**src/rtl/aes_round_ctrl.sv**
```systemverilog
// ============================================================================
// Module   : aes_round_ctrl
// Purpose  : Round sequencing FSM for an iterative AES datapath; optional
//            counter consistency checker enabled by AES_RND_CTRL_CHK_EN.
// Revision : 1.0
// ============================================================================
`default_nettype none

module aes_round_ctrl #(
    parameter int MAX_CNT  = 11,
    parameter int CNT_SIZE = 4
) (
    input  logic                clk,
    input  logic                rst,
    input  logic                i_start_valid,
    output logic                o_start_ready,
    input  logic [CNT_SIZE-1:0] i_count,
    input  logic                i_flag,
    output logic                o_cnt_en,
    output logic                o_cnt_clr,
    output logic                o_load,
    output logic                o_sel_init,
    output logic                o_sel_final,
    output logic [CNT_SIZE-1:0] o_round_idx,
    output logic                o_out_valid,
    input  logic                i_out_ready,
    output logic                o_busy,
    output logic                o_err
);

    typedef enum logic [2:0] {
        IDLE  = 3'd0,
        LOAD  = 3'd1,
        ROUND = 3'd2,
        FINAL = 3'd3,
        HOLD  = 3'd4
    } state_t;

    localparam logic [CNT_SIZE-1:0] C_CNT_PEN  = CNT_SIZE'(MAX_CNT - 2);
    localparam logic [CNT_SIZE-1:0] C_CNT_LAST = CNT_SIZE'(MAX_CNT - 1);

    state_t state_q;
    state_t state_d;

    always_ff @(posedge clk) begin
        if (rst) begin
            state_q <= IDLE;
        end else begin
            state_q <= state_d;
        end
    end

    // Every output except the counter clear is forced low while in reset.
    always_comb begin
        state_d       = state_q;
        o_start_ready = 1'b0;
        o_cnt_en      = 1'b0;
        o_cnt_clr     = rst;
        o_load        = 1'b0;
        o_sel_init    = 1'b0;
        o_sel_final   = 1'b0;
        o_round_idx   = '0;
        o_out_valid   = 1'b0;
        o_busy        = 1'b0;
        if (!rst) begin
            o_busy = (state_q != IDLE);
            case (state_q)
                IDLE: begin
                    o_start_ready = 1'b1;
                    if (i_start_valid) begin
                        o_cnt_clr = 1'b1;
                        state_d   = LOAD;
                    end
                end
                LOAD: begin
                    o_load      = 1'b1;
                    o_sel_init  = 1'b1;
                    o_cnt_en    = 1'b1;
                    o_round_idx = i_count;
                    state_d     = ROUND;
                end
                ROUND: begin
                    o_cnt_en    = 1'b1;
                    o_round_idx = i_count;
                    if (i_count == C_CNT_PEN) begin
                        state_d = FINAL;
                    end
                end
                FINAL: begin
                    o_sel_final = 1'b1;
                    o_round_idx = i_count;
                    state_d     = HOLD;
                end
                HOLD: begin
                    o_out_valid = 1'b1;
                    if (i_out_ready) begin
                        state_d = IDLE;
                    end
                end
                default: state_d = IDLE;
            endcase
        end
    end

`ifdef AES_RND_CTRL_CHK_EN
    logic err_q;
    logic err_d;

    always_comb begin
        err_d = 1'b0;
        case (state_q)
            LOAD:    err_d = (i_count != '0);
            ROUND:   err_d = i_flag;
            FINAL:   err_d = !i_flag || (i_count != C_CNT_LAST);
            default: err_d = 1'b0;
        endcase
    end

    always_ff @(posedge clk) begin
        if (rst) begin
            err_q <= 1'b0;
        end else if (err_d) begin
            err_q <= 1'b1;
        end
    end

    assign o_err = err_q && !rst;
`else
    // The terminal flag only feeds the checker.
    logic w_unused_flag;
    assign w_unused_flag = i_flag;
    assign o_err         = 1'b0;
`endif

endmodule

`default_nettype wire

```
**config.mk**
```make
export PLATFORM = sky130hd
export DESIGN_NAME = aes_round_ctrl
export DESIGN_NICKNAME = d
export VERILOG_FILES = /design/src/rtl/aes_round_ctrl.sv
export SDC_FILE = /design/constraint.sdc
export NUM_CORES = 1
export LEC_CHECK = 0
export ABC_AREA = 1
export CORE_AREA = 2 2 39 41
export CTS_BUF_LIST = sky130_fd_sc_hd__clkbuf_4 sky130_fd_sc_hd__clkbuf_8
export DETAILED_ROUTE_END_ITERATION = 10
export DIE_AREA = 0 0 41 43
export GPL_TIMING_DRIVEN = 0
export PLACE_DENSITY_LB_ADDON = 0.2
export SYNTH_ARGS = -nofsm -noshare
export SYNTH_HDL_FRONTEND = slang
export SYNTH_SLANG_ARGS = --single-unit
export TNS_END_PERCENT = 20
```
**constraint.sdc**
```tcl
create_clock -name clk -period 1.75 [get_ports clk]
set_input_delay 0.35 -clock clk [delete_from_list [all_inputs] [get_ports clk]]
set_output_delay 0.35 -clock clk [all_outputs]
set_load 0.01 [all_outputs]
```
==> impl_metrics.yaml <==
sta:
  fmax_mhz: 613
  finClkSkew_ns: 0.000425
  hold_viol: 0
  slew_viol_final: 0
  period_share_pct: 93.2
  rsz0062_at_grt: "true"
  fin_crit_ns: 1.63
  setup_viol: 0
  setup_slack_ns: 0.119
die:
  core_um2: 1380
  io_pins: 22
  die_w_um: 41
  initial_core_util_pct: 20.0
  rows: 14
  dieArea_um2: 1760
  die_y_um: 43
synthesis:
  netlist_area_um2: 277
  synth_top_cell_by_area: "dfxtp_1"
  netlist_instances: 48
  yosys_warnings: 0
  synth_area_per_cell_um2: 5.76
  yosysSeqAreaShare_pct: 21.7
  synth-seq-cells: 3
  syn-num-nets: 57
  synthTopCellsByArea: "dfxtp_1, nor2_1, inv_1, nand2_1, a21oi_1"
  yosysUniqueCellTypes: 16
  synth_top_area_share_pct: 21.7
place:
  pre_cts_slack_ns: -0.119
  routabilityCongestion: 0.776
  dp_cells: 82
  dpl_cell_area_um2: 477
  io_buffers: 18
  dp_hpwl_um: 534
layout:
  largest_reg_flops: 3
  areaGrowthSynthToFinish_pct: 91.4
  drive_gt1_share_pct: 27.8
  fin_nets: 82
  final_core_util_pct: 38.2
  top_register: "state_q"
  reg_top3: "state_q x3"
  num_antenna_cells: 0
  fin_area_um2: 529
  fin_cells: 88
worst_setup_path:
  crit_path_end_kind: "output port"
  critPathRequiredTime_ns: 1.40
  crit_path_start_kind: "register"
  setup.worst_path.class: "reg -> out"
  cp_max_fo: 5
  arrival_ns: 1.28
cts:
  cts_buffers: 3
  htreeDepth: 1
  hold_buffers: 0
  root_buffer: "clkbuf_4"
  cts_buffer_depth: 2
  cts_tree: "built"
  cts_sinks: 3
  clk_latency_ns: 0.23
  clk_pin_slew_ns: 0.03
grt:
  grt_overflow: 0
  grt_pass1_vias: 318
  grt_max_degree: 11
  antenna_found_initial: 0
  grt_pass1_wl_um: 1210
  gr-usage-all-layers_pct: 10.2
pwr:
  finalPower_mw: 0.425
  power_density_nw_per_um2: 803
  p_leak_nw: 0.310
  vdd_ir_drop_max_mv: 0.361
outcome:
  status: "complete, no violations"
detailed_routing:
  via_per_inst: 3.97
  routed_wirelength_um: 680
  routedWlPerCell_um: 7.73
  ant_nets: 0
  num_vias: 349
  first_pass_iters: 3
  drtIter0Drc: 4
  drc: 0
hold_path:
  hold_path.class: "in -> reg"
job:
  max_cap_violations: 0
-- final timing paths --
kind,end,slack (ns),startpoint,cells after the start
worst min register to register,state_q[2],0.52,state_q[2],2
worst max register to register,state_q[2],0.89,state_q[2],4
worst max-delay path,o_sel_init,0.12,state_q[0],6
worst min-delay path,state_q[2],0.42,rst,2
-- logic make-up after synthesis --
family / after synthesis / synth area share [%]
other: 1 / 1.36
buffers and inverters: 14 / 22.2
and+or+nand+nor: 25 / 45.7
DFF: 3 / 21.7
AOI/OAI and AO/OA: 5 / 9.05
-- area by class of cell --
cell class                 instances  area (um2)
tap                               16        20.0
timing repair buffer              20         184
multi-input combinational         31         168
inverter                          11        41.3
sequential                         3        66.3
buffer                             3        20.0
fill                             164         855
clock buffer                       4        30.0
-- metrics by stage --
| step | TNS (ns) | hold WS [ns] |
|---|---|---|
| after detailed placement | -0.469 | 0.544 |
| final | 0 | 0.420 |
| after floorplan | 0 | 0.501 |
| after global routing | -0.0179 | 0.424 |
| after CTS | 0 | 0.404 |
| after global placement | -0.478 | 0.542 |
-- power by group --
group / internal (mW) / total [mW] / switching [mW]
clock: 0.101 / 0.133 / 0.0323
sequential: 0.0836 / 0.103 / 0.0196
combinational: 0.0969 / 0.189 / 0.0920
-- critical path, cell delays in order (launching register included) --
cell	delay [ns]
dfxtp_4	0.37
inv_2	0.04
nor2_1	0.10
nand2_2	0.08
nor2_2	0.11
buf_4	0.10
dlygate4sd2_1	0.25
-- metal layers --
metal,track usage (%),share of wire [%],vias to the layer above
li1,-,-,190
met1,11.8,42,146
met2,14.1,46,13
met3,4.19,12,0
met4,8.00,0,0
met5,0,0,-
-- what timing repair did --
| action | in CTS | in global routing |
|---|---|---|
| gates resized for setup | 15 | 5 |
| setup buffers | 2 | 0 |
| pin swaps | 1 | 0 |
| setup endpoints to repair | 12 | 3 |
| endpoints found under the hold margin | 0 | 0 |
-- placed cells by master (no fill, tap or decap), drive strengths merged, types with 3 or more instances in the layout --
master | netlist | final
nor2 | 13 | 13
a21oi | 4 | 4
clkdlybuf4s50 | 0 | 6
dfxtp | 3 | 3
inv | 11 | 11
dlygate4sd2 | 0 | 11
buf | 3 | 5
nand2 | 6 | 6
clkbuf | 0 | 4
nand3 | 3 | 3
-- cell usage after synthesis --
cell type and count:
buf_4 2, nand3_1 2, inv_2 2, nor2_2 1
nand3b_4 1, inv_1 9, nor4_1 1, o21ai_1 1
nand2_1 6, dfxtp_1 3, buf_2 1, a21oi_1 4
nand4_1 1, nand3_2 1, nor2_1 12, conb_1 1
No activity file was read; power rests on OpenSTA's default activity.
